## config.mk

```make
export PLATFORM = sky130hd
export DESIGN_NAME = qpsk_frame_ctrl
export DESIGN_NICKNAME = d
export VERILOG_FILES = /design/src/rtl/qpsk_pkg.sv /design/src/rtl/qpsk_frame_csum.sv /design/src/rtl/qpsk_frame_ctrl.sv
export SDC_FILE = /design/constraint.sdc
export NUM_CORES = 1
export LEC_CHECK = 0
export ABC_AREA = 1
export ABC_CLOCK_PERIOD_IN_PS = 1500
export CORE_ASPECT_RATIO = 0.8
export CORE_UTILIZATION = 30
export DETAILED_ROUTE_END_ITERATION = 16
export PLACE_DENSITY = 0.47
export SLEW_MARGIN = 20
export SYNTH_ARGS = -nofsm -noshare
export SYNTH_HDL_FRONTEND = slang
export SYNTH_SLANG_ARGS = --single-unit
```

## constraint.sdc

```tcl
create_clock -name i_clk -period 1.5 [get_ports i_clk]
set_input_delay 0.225 -clock i_clk [delete_from_list [all_inputs] [get_ports i_clk]]
set_output_delay 0.225 -clock i_clk [all_outputs]
set_load 0.03 [all_outputs]
```

## src/rtl/qpsk_pkg.sv

```systemverilog
// rtl/qpsk_pkg.sv - shared state encoding and byte constants for the QPSK framing controller
package qpsk_pkg;
  localparam int unsigned BYTE_W = 8;
  localparam logic [BYTE_W-1:0] DEF_SYNC_BYTE = 8'h7E;
  localparam logic [BYTE_W-1:0] DEF_PAD_BYTE  = 8'h00;

  typedef enum logic [2:0] {
    ST_IDLE,
    ST_HDR,
    ST_FETCH,
    ST_WAIT,
    ST_SEND,
    ST_PAD,
    ST_CSUM
  } frame_state_e;
endpackage

```

## src/rtl/qpsk_frame_csum.sv

```systemverilog
// rtl/qpsk_frame_csum.sv - XOR byte accumulator with synchronous clear and enable
module qpsk_frame_csum
  import qpsk_pkg::*;
(
  input  logic              i_clk,
  input  logic              i_reset,
  input  logic              i_clear,
  input  logic              i_en,
  input  logic [BYTE_W-1:0] i_data,
  output logic [BYTE_W-1:0] o_csum
);
  logic [BYTE_W-1:0] r_csum;

  always_ff @(posedge i_clk) begin
    if (i_reset || i_clear) begin
      r_csum <= '0;
    end else if (i_en) begin
      r_csum <= r_csum ^ i_data;
    end
  end

  assign o_csum = r_csum;
endmodule

```

## src/rtl/qpsk_frame_ctrl.sv

```systemverilog
// rtl/qpsk_frame_ctrl.sv - drains demapped bytes from a FIFO into sync/payload/checksum frames
module qpsk_frame_ctrl
  import qpsk_pkg::*;
#(
  parameter int unsigned       FRAME_LEN = 4,
  parameter logic [BYTE_W-1:0] SYNC_BYTE = DEF_SYNC_BYTE,
  parameter logic [BYTE_W-1:0] PAD_BYTE  = DEF_PAD_BYTE,
  parameter int unsigned       TIMEOUT   = 8
) (
  input  logic              i_clk,
  input  logic              i_reset,
  input  logic              i_empty,
  input  logic [BYTE_W-1:0] i_fifo_data,
  output logic              o_read_en,
  output logic [BYTE_W-1:0] o_out_data,
  output logic              o_out_valid,
  input  logic              i_out_ready,
  output logic              o_out_sof,
  output logic              o_out_eof,
  output logic              o_frame_padded,
  output logic [15:0]       o_frame_cnt
);
  localparam logic [7:0] LAST_IDX = 8'(FRAME_LEN - 1);
  localparam logic [7:0] TO_LAST  = 8'(TIMEOUT - 1);

  frame_state_e      r_state, w_state;
  logic [BYTE_W-1:0] r_data, w_data;
  logic              r_valid, w_valid;
  logic              r_sof, w_sof;
  logic              r_eof, w_eof;
  logic              r_padded, w_padded;
  logic [15:0]       r_frame_cnt, w_frame_cnt;
  logic [7:0]        r_byte_cnt, w_byte_cnt;
  logic [7:0]        r_idle_cnt, w_idle_cnt;
  logic              w_read_en, w_accept, w_csum_clr, w_csum_en;
  logic [BYTE_W-1:0] w_csum, w_csum_next;

  qpsk_frame_csum u_csum (
    .i_clk   (i_clk),
    .i_reset (i_reset),
    .i_clear (w_csum_clr),
    .i_en    (w_csum_en),
    .i_data  (r_data),
    .o_csum  (w_csum)
  );

  // The checksum byte must include the payload byte accepted in the same cycle.
  assign w_csum_next = w_csum ^ r_data;
  assign w_accept    = r_valid && i_out_ready;

  always_comb begin
    w_state     = r_state;
    w_data      = r_data;
    w_valid     = r_valid;
    w_sof       = r_sof;
    w_eof       = r_eof;
    w_padded    = r_padded;
    w_frame_cnt = r_frame_cnt;
    w_byte_cnt  = r_byte_cnt;
    w_idle_cnt  = r_idle_cnt;
    w_read_en   = 1'b0;
    w_csum_clr  = 1'b0;
    w_csum_en   = 1'b0;
    case (r_state)
      ST_IDLE: if (!i_empty) begin
        w_state = ST_HDR;
        w_valid = 1'b1;
        w_data  = SYNC_BYTE;
        w_sof   = 1'b1;
      end
      ST_HDR: if (w_accept) begin
        w_state    = ST_FETCH;
        w_valid    = 1'b0;
        w_sof      = 1'b0;
        w_byte_cnt = '0;
        w_idle_cnt = '0;
        w_padded   = 1'b0;
        w_csum_clr = 1'b1;
      end
      ST_FETCH: begin
        if (!i_empty) begin
          w_read_en  = 1'b1;
          w_idle_cnt = '0;
          w_state    = ST_WAIT;
        end else if (r_idle_cnt == TO_LAST) begin
          w_state    = ST_PAD;
          w_padded   = 1'b1;
          w_valid    = 1'b1;
          w_data     = PAD_BYTE;
          w_idle_cnt = '0;
        end else begin
          w_idle_cnt = r_idle_cnt + 8'd1;
        end
      end
      ST_WAIT: begin
        w_data  = i_fifo_data;
        w_valid = 1'b1;
        w_state = ST_SEND;
      end
      ST_SEND, ST_PAD: if (w_accept) begin
        w_csum_en  = 1'b1;
        w_byte_cnt = r_byte_cnt + 8'd1;
        if (r_byte_cnt == LAST_IDX) begin
          w_state = ST_CSUM;
          w_data  = w_csum_next;
          w_eof   = 1'b1;
        end else if (r_state == ST_SEND) begin
          w_state = ST_FETCH;
          w_valid = 1'b0;
        end
      end
      ST_CSUM: if (w_accept) begin
        w_frame_cnt = r_frame_cnt + 16'd1;
        w_valid     = 1'b0;
        w_eof       = 1'b0;
        w_state     = ST_IDLE;
      end
      default: w_state = ST_IDLE;
    endcase
  end

  always_ff @(posedge i_clk) begin
    if (i_reset) begin
      r_state     <= ST_IDLE;
      r_data      <= '0;
      r_valid     <= 1'b0;
      r_sof       <= 1'b0;
      r_eof       <= 1'b0;
      r_padded    <= 1'b0;
      r_frame_cnt <= '0;
      r_byte_cnt  <= '0;
      r_idle_cnt  <= '0;
    end else begin
      r_state     <= w_state;
      r_data      <= w_data;
      r_valid     <= w_valid;
      r_sof       <= w_sof;
      r_eof       <= w_eof;
      r_padded    <= w_padded;
      r_frame_cnt <= w_frame_cnt;
      r_byte_cnt  <= w_byte_cnt;
      r_idle_cnt  <= w_idle_cnt;
    end
  end

  // Read strobe is decoded from FETCH and the live empty flag so it can never fire on an empty FIFO.
  assign o_read_en      = w_read_en && !i_reset;
  assign o_out_data     = r_data;
  assign o_out_valid    = r_valid;
  assign o_out_sof      = r_sof;
  assign o_out_eof      = r_eof;
  assign o_frame_padded = r_padded;
  assign o_frame_cnt    = r_frame_cnt;
endmodule
```

Yosys cells after proc, flatten, opt, wreduce, memory -nomap -nowiden

Index checks and enable logic that the tools add are counted.

Input bits: 12
Output and inout port bits: 29
Word-level logic and storage cells: 95
Register bits after elaboration: 55

Muxes and demuxes: 39
Reduce and logical (&&, ||, !) cells: 22
Bitwise operators: 1
Equal/unequal tests: 20
Add/sub/neg operators: 3

Operators by type and width:

| operator                | count |
|---|---|
| $mux W8                 | 9 |
| $pmux W8 S2             | 2 |
| $pmux W8 S4             | 1 |
| $mux W3                 | 8 |
| $ne A2 B2 Y1 const B    | 9 |
| $pmux W3 S6             | 1 |
| $add A16 B1 Y16 const B | 1 |
| $add A8 B1 Y8 const B   | 2 |
| $mux W1                 | 14 |
| $reduce_and A6 Y1       | 2 |
| $eq A3 B3 Y1 const B    | 3 |
| $eq A8 B2 Y1 const B    | 1 |
| $eq A8 B3 Y1 const B    | 1 |
| $reduce_and A4 Y1       | 2 |
| $reduce_and A8 Y1       | 1 |
| $reduce_bool A2 Y1      | 4 |
| $xor A8 B8 Y8           | 1 |
| $eq A3 B2 Y1 const B    | 2 |
| $ne A3 B3 Y1 const B    | 2 |
| $pmux W1 S2             | 3 |
| $reduce_and A3 Y1       | 2 |
| $pmux W1 S5             | 1 |
| $reduce_bool A5 Y1      | 1 |
| $reduce_and A2 Y1       | 2 |
| 8 further kinds         | 10 |

Logic depth before layout (Yosys ltp)

Gate-level depths: netlist (run 1).

Depth in word-level cells: 5
Depth in mapped cells: 10
Gate-level depth less buffers: 10

Modules after synthesis

From an unflattened synthesis (run 1), not the netlist that was laid out.

Cell total of the unflattened synthesis: 468
Area, all modules: 3069.2 sq um

By module, submodules not included:

| module          | instances | area each (sq um) | cells each | sequential area each (sq um) |
|---|---|---|---|---|
| qpsk_frame_ctrl | 1         | 2712.6            | 425        | 940.9 |
| qpsk_frame_csum | 1         | 356.6             | 43         | 160.2 |

Worst setup path after synthesis (run 1)

No wires, ideal clock.

Kind: reg2reg
Start point: register r_valid (netlist: o_out_valid)
End point: register r_frame_cnt[14] (netlist: o_frame_cnt[14])
Data required time: 1.387 ns
Stages on the path, launching flop included: 8
Arrival: 1.366 ns
Path buffers: 0
Setup time: 0.113 ns
Slack: 0.021 ns
Clock period less this slack: 1.479 ns
Path through: dfxtp_1 > nand2_2 > nor2_8 > nand2_4 > nor2_4 > nand3_2 > nor2_1 > nor2_1

Word-level cells in the longest chain between the ends: 2

Ends and longest elaborated chain:

| item                        | RTL line               | source |
|---|---|---|
| from (decl)                 | qpsk_frame_ctrl.sv:28  | `logic r_valid, w_valid;` |
| from (signal assigned)      | qpsk_frame_ctrl.sv:136 | `r_valid <= w_valid;` |
| $logic_and A1 B1 Y1         | qpsk_frame_ctrl.sv:49  | `assign w_accept = r_valid && i_out_ready;` |
| $reduce_and A2 Y1 (no line) | n/a                    |  |
| to (signal assigned)        | qpsk_frame_ctrl.sv:140 | `r_frame_cnt <= w_frame_cnt;` |
| to (decl)                   | qpsk_frame_ctrl.sv:32  | `logic [15:0] r_frame_cnt, w_frame_cnt;` |

Every way passes these cells.
A chain may end at the register's enable or synchronous reset.

Worst setup path after layout (run 1)

Start point: register r_state[2]
End point: register r_frame_cnt[9] (netlist: o_frame_cnt[9])

Word-level cells in the longest chain between the ends: 2

Ends and longest elaborated chain:

| item                        | RTL line               | source |
|---|---|---|
| from (decl)                 | qpsk_frame_ctrl.sv:26  | `frame_state_e r_state, w_state;` |
| from (signal assigned)      | qpsk_frame_ctrl.sv:134 | `r_state <= w_state;` |
| $eq A3 B3 Y1                | qpsk_frame_ctrl.sv:64  | `case (r_state)` |
| $reduce_and A2 Y1 (no line) | n/a                    |  |

Every way passes these cells.

==> impl_metrics.py, run 1 <==
metrics = {
    "sta": {
        "relSlewSlack_pct": 76.5,
        "clock-skew-final_ns": 0.00775,
        "setup_tns_ns": 0,
        "finalMaxSlewViolations": 0,
        "min_period_ns": 1.47,
        "setup_violations": 0,
        "rsz0062_at_grt": "yes",
        "hold_viol": 0,
        "min_period_over_period_pct": 97.7,
        "maxClockFrequency_ghz": 0.682,
        "tightest_slew_ns": 0.349,
    },
    "worst_setup_path": {
        "reg2reg_to": "o_frame_cnt[9]",
        "worst_path_max_delay_cell": "dfxtp_4",
        "worst-path-buf-inv": 2,
        "cp_max_fo": 8,
        "crit_path_cell_trace": "buf_4 -> nand3_4 -> nor2_8 -> nand3_4 -> nor2_4 -> buf_4 -> o21ai_0 -> a21oi_1",
        "rr_startpoint": "r_state[2]",
        "required_ns": 1.73,
        "cpPeakStageDelay_ns": 0.39,
        "r2r_slack_ns": 0.03,
        "cp-end-kind": "register",
        "crit_type": "register to register",
        "arrival_ns": 1.69,
        "cp_top_family": "simple AND/OR/NAND/NOR gates",
        "worstSetupStartpointType": "register",
        "worstRegToRegCells": 8,
    },
    "floorplanning": {
        "ios": 41,
        "die_area_um2": 10300,
        "fp-row-count": 32,
        "core-area_um2": 9650,
        "initial_utilization_pct": 30.8,
        "die_h_um": 91.0,
        "die_x_um": 113,
    },
    "status": {
        "outcome": "finished, violations left",
        "violations": "design-rule violations",
    },
    "hold_path": {
        "holdCritPathClass": "input pin to register",
        "hold_start": "i_empty",
        "min_path_cells": 3,
        "hold_end": "r_idle_cnt[6]",
    },
    "finish": {
        "fin_nets": 557,
        "antenna-diode-count": 0,
        "postLayoutCellArea_um2": 4250,
        "area_growth_pct": 43.2,
        "layout-drive-gt1-share_pct": 22.8,
    },
    "synth": {
        "syn_area_um2": 2970,
        "synth_nets": 460,
        "syn_inst": 445,
        "synth_top_area_share_pct": 37.1,
        "yosysSeqAreaShare_pct": 37.1,
        "avgSynthCellArea_um2": 6.68,
        "yosysWarnings": 0,
        "synth_area_leaders": "dfxtp_1 37%, nand2_1 16%, nor2_1 9.2%",
        "ys_seq_elements": 55,
        "synth_top_area_cell": "dfxtp_1",
        "synth_cell_type_count": 35,
    },
    "grt": {
        "overflow": 0,
        "grt_pass1_vias": 2735,
        "antenna_found_initial": 0,
        "grt_pass1_wl_um": 13500,
        "grt_max_degree": 17,
        "grtUsageTotal_pct": 16.5,
    },
    "route": {
        "wl_per_cell_um": 12.3,
        "vias": 3048,
        "routed_wl_um": 8360,
        "drt-vias-per-instance": 4.49,
        "ant_nets": 0,
        "drc": 1,
        "drt_iter0_drc": 146,
        "firstDrtPassIters": 10,
    },
    "clocking": {
        "cts-root-buf": "clkbuf_16",
        "insertion_delay_ns": 0.30,
        "cts_buffer_depth": 2,
        "cts_buffers": 5,
        "cts_sinks": 55,
        "cts_hold_buffers": 0,
        "cts_tree": "yes",
        "htreeDepth": 2,
        "cts.clk_slew.worst_paths_ns": 0.08,
    },
    "place": {
        "hpwl_um": 5950,
        "gp_congestion": 0.827,
        "portBuffers": 40,
        "place_area_um2": 3840,
    },
    "pwr": {
        "vdd_ir_drop_max_mv": 0.475,
        "powerDensity_nw_per_um2": 1320,
        "p_leak_nw": 1.97,
    },
    "job": {
        "drv_cap": 0,
    },
}
-- through the flow --
stage / total power [mW] / instances / worst slack (ns) / util (%) / hold slack [ns]
after global placement: 4.00 / 657 / -0.224 / 39.8 / 0.457
after detailed placement: 4.00 / 657 / -0.217 / 39.8 / 0.462
after floorplan: 3.18 / 445 / 0.0207 / - / 0.395
after global routing: 5.97 / 679 / -0.0638 / 44.1 / 0.324
after CTS: 5.47 / 670 / 0.00406 / 42.1 / 0.469
final: 5.62 / 679 / 0.0348 / 44.1 / 0.320
-- routing by layer --
layer | vias up | GRT usage (%) | wire [µm] | share of wire [%]
met1 | 1353 | 25.1 | 4630 | 55
li1 | 1623 | - | - | -
met5 | - | 0 | 0 | 0
met2 | 65 | 23.7 | 3350 | 40
met3 | 7 | 3.14 | 334 | 4.0
met4 | 0 | 3.51 | 49 | 0.59
-- layout make-up --
| class | instances | area [µm²] |
|---|---|---|
| inverter | 46 | 180 |
| tap | 136 | 170 |
| clock buffer | 6 | 139 |
| multi-input combinational | 336 | 1790 |
| sequential | 55 | 1120 |
| clock inverter | 2 | 35.0 |
| timing repair buffer | 98 | 821 |
| fill | 1024 | 5400 |
-- cell families (layout without fill, tap and decap cells) --
logic type	count (synthesis)	after routing	synth area share, %
simple gates	264	264	40.4
compound gates	58	58	10.9
flops	55	55	37.1
buf+inv	54	152	7.16
xor+xnor	11	11	3.24
fa+ha+maj	3	3	1.26
-- synth_stat cells --
library cell / instances
dfxtp_1: 55
nor2_8: 1
buf_2: 2
inv_1: 44
a31oi_1: 1
clkbuf_1: 5
inv_2: 2
buf_6: 1
ha_1: 3
xnor2_1: 1
nor2_1: 73
nor3_4: 1
nand3b_1: 4
o21ai_1: 2
nand2_4: 2
a211oi_2: 1
a211oi_1: 2
xor2_1: 10
a21oi_1: 33
o31ai_1: 1
nand2_1: 129
nand3_4: 1
nand3_1: 29
a221oi_1: 2
o21bai_1: 1
nand3_2: 4
o21ai_0: 13
nor4_1: 1
nor2_2: 1
nor2_4: 6
o211a_1: 1
o21a_1: 1
nand4_1: 7
nand2_2: 1
nor3_1: 4
-- worst max path at each step --
stage | from | depth (start not counted) | slack, ns | end
2_1_floorplan | o_out_valid | 7 | 0.02 | o_frame_cnt[14]
3_3_place_gp | i_out_ready | 8 | -0.22 | o_out_data[4]
3_5_place_dp | i_out_ready | 8 | -0.22 | o_out_data[5]
4_1_cts | r_state[0] | 5 | 0.004 | o_read_en
5_1_grt | r_state[2] | 9 | -0.06 | o_out_data[6]
6_report | r_state[2] | 8 | 0.03 | o_frame_cnt[9]
-- sequential cells by signal, indices dropped and copies added, names as in the netlist, 3 cells and up --
| register | count |
|---|---|
| o_frame_cnt | 16 |
| o_out_data | 8 |
| r_byte_cnt | 8 |
| r_idle_cnt | 8 |
| u_csum.o_csum | 8 |
| r_state | 3 |
-- where the power goes --
group          switching [mW]  internal (mW)
sequential              0.157           1.63
clock                   0.573          0.833
combinational            1.47          0.952
-- placed cells by master, fill, tap and decap left out, types with 2 or more instances in the layout --
master,instances
dfxtp_2,2
ha_4,2
dfxtp_1,48
nand3_1,25
nor2_1,64
buf_4,56
xor2_1,10
dfxtp_4,5
dlygate4sd2_1,28
nand2_1,121
clkdlybuf4s50_1,10
buf_6,2
nand3b_1,4
a211oi_1,2
nand2_4,4
nor3_1,4
nor2_2,6
a21oi_1,33
nand2_2,7
nand3_4,2
nand4_1,7
inv_2,6
nor2_4,10
clkbuf_16,5
a221oi_1,2
o21ai_0,13
nand3_2,7
inv_1,38
-- worst reg2reg max path: stages, from the launching register on --
cell and delay (ns):
dfxtp_4 0.39, buf_4 0.13, nand3_4 0.11, nor2_8 0.21, nand3_4 0.11, nor2_4 0.15
buf_4 0.13, o21ai_0 0.06, a21oi_1 0.12
-- repair_timing --
| action | in CTS | in global routing |
|---|---|---|
| setup buffers | 5 | 9 |
| resized for setup | 48 | 37 |
| endpoints found under the setup margin | 42 | 28 |
| pin swaps | 4 | 22 |
Note: power is estimated with default switching activity, not from simulation.
==> run 2: changes to the inputs <==
--- a/config.mk
+++ b/config.mk
@@ -6,8 +6,9 @@
 export NUM_CORES = 1
 export LEC_CHECK = 0
 export ABC_AREA = 1
-export ABC_CLOCK_PERIOD_IN_PS = 1500
+export ABC_CLOCK_PERIOD_IN_PS = 1430
 export CORE_ASPECT_RATIO = 0.8
+export CORE_MARGIN = 10
 export CORE_UTILIZATION = 30
 export DETAILED_ROUTE_END_ITERATION = 16
 export PLACE_DENSITY = 0.47
==> constraint.sdc (replaced) <==
create_clock -name i_clk -period 1.43 [get_ports i_clk]
set_input_delay 0.2145 -clock i_clk [delete_from_list [all_inputs] [get_ports i_clk]]
set_output_delay 0.2145 -clock i_clk [all_outputs]
set_load 0.03 [all_outputs]
==> run 2 against run 1 <==
The run ends with negative setup slack left. Non-clock buffer count is 20 higher. Final cell count is 3.1% higher. Clock-buffer cell count stayed put. Register-to-register slack worse by 0.05 ns. Die area is 39% higher. Setup slack worse by 0.093 ns. Clock power is 4% higher. Utilization is 2.4 points higher. Sequential share of layout area is 1.3 points lower. Wire length is 6.9% higher. Sequential power is 6% higher. Clock skew is 0.0036 ns higher. Critical endpoint is now o_read_en. Highest routed layer unchanged.
==> impl_metrics.py, run 2 (same netlist as run 1, synthesis figures left out) <==
metrics = {
    "pwr": {
        "powerDensity_nw_per_um2": 1370,
        "finalPower_mw": 6.13,
        "p_leak_nw": 2.06,
        "vdd_ir_drop_max_mv": 0.609,
    },
    "sta": {
        "setup_tns_ns": -0.103,
        "tightest_slew_ns": 0.326,
        "relSlewSlack_pct": 78.1,
        "whs_ns": 0.472,
        "maxClockFrequency_ghz": 0.672,
        "setup_violations": 7,
        "min_period_ns": 1.49,
        "finalMaxSlewViolations": 0,
        "rsz0062_at_grt": "yes",
        "setup_ws_ns": -0.0582,
        "hold_viol": 0,
        "min_period_over_period_pct": 104,
        "clock-skew-final_ns": 0.0114,
    },
    "grt": {
        "grtUsageTotal_pct": 11.7,
        "antenna_found_initial": 0,
        "grt_pass1_wl_um": 14200,
        "grt_max_degree": 18,
        "overflow": 0,
        "grt_pass1_vias": 2878,
    },
    "clocking": {
        "cts_buffers": 5,
        "cts_buffer_depth": 2,
        "cts_tree": "yes",
        "cts-root-buf": "clkbuf_16",
        "htreeDepth": 2,
        "insertion_delay_ns": 0.30,
        "cts_sinks": 55,
        "cts.clk_slew.worst_paths_ns": 0.07,
        "cts_hold_buffers": 0,
    },
    "place": {
        "portBuffers": 40,
        "gp_congestion": 0.830,
        "place_ws_ns": -0.266,
        "hpwl_um": 6520,
    },
    "worst_setup_path": {
        "arrival_ns": 1.27,
        "cp_max_fo": 5,
        "cp-end-kind": "primary output",
        "required_ns": 1.22,
        "crit_type": "register to primary output",
        "worstSetupStartpointType": "register",
    },
    "finish": {
        "layout-drive-gt1-share_pct": 27.7,
        "largest_register_ffs": 16,
        "area_growth_pct": 50.8,
        "antenna-diode-count": 0,
        "fin_nets": 578,
        "layout_commonest_cell": "nand2_1",
        "n_fill_cell": 990,
        "mostFrequentLayoutCells": "118 x nand2_1, 72 x buf_4, 64 x nor2_1",
    },
    "floorplanning": {
        "die_area_um2": 14300,
        "core-area_um2": 9650,
        "fp-row-count": 32,
        "initial_utilization_pct": 30.8,
        "die_x_um": 131,
        "die_h_um": 109,
        "ios": 41,
    },
    "job": {
        "drv_cap": 0,
    },
    "route": {
        "drt_iter0_drc": 190,
        "drt-vias-per-instance": 4.43,
        "drc": 0,
        "routed_wl_um": 8930,
        "vias": 3100,
        "wl_per_cell_um": 12.8,
        "ant_nets": 0,
        "firstDrtPassIters": 4,
    },
    "status": {
        "outcome": "finished, violations left",
        "violations": "negative setup slack",
    },
    "hold_path": {
        "holdCritPathClass": "register to register",
    },
}
## run 2: layout make-up
type	instances	area (µm²)	area share, %
inverter	46	180	4.02
sequential	55	1120	25.0
tap	136	170	3.80
clock inverter	2	38.8	0.865
multi-input combinational	337	1860	41.4
timing repair buffer	118	975	21.7
clock buffer	6	139	3.10
## run 2: worst max-delay path, cell delays in order (launching register included)
cell and delay (ns):
dfxtp_4 0.37, nor2_4 0.15, nand3_2 0.11, buf_6 0.14, nor2_4 0.08, buf_6 0.13
## run 2: final timing paths
| path | from | end | slack (ns) | cells past startpoint |
|---|---|---|---|---|
| worst min-delay path | u_csum.o_csum[6] | u_csum.o_csum[6] | 0.47 | 2 |
| worst max register to register | r_state[2] | o_out_valid | -0.02 | 10 |
| worst max-delay path | r_state[0] | o_read_en | -0.06 | 5 |
| worst min register to register | u_csum.o_csum[6] | u_csum.o_csum[6] | 0.47 | 2 |
## run 2: stage by stage
step                      cells  utilization [%]  area (µm²)
after global placement      681             41.6        4010
after floorplan             445                -        2970
after global routing        700             46.4        4480
final                       700             46.4        4480
after CTS                   694             44.2        4270
after detailed placement    681             41.6        4010
## run 2: timing repair
action                                  4_1_cts  5_1_grt
pin swaps                                     8       22
setup buffers                                 6        5
endpoints found under the setup margin       72       49
gates resized for setup                      56       49
cloned                                        0        1
endpoints found under the hold margin         0        0
## run 2: power breakdown
group | switching (mW) | internal, mW
clock network | 0.583 | 0.882
registers | 0.178 | 1.72
logic | 1.64 | 1.12
total | 2.41 | 3.73
## run 2: metal layers
layer / global-route usage [%] / up-vias / wire length (µm)
met2: 16.4 / 51 / 3570
met1: 17.6 / 1383 / 4920
met5: 0 / - / 0
li1: - / 1661 / -
met4: 2.22 / 0 / 53
met3: 3.03 / 5 / 392
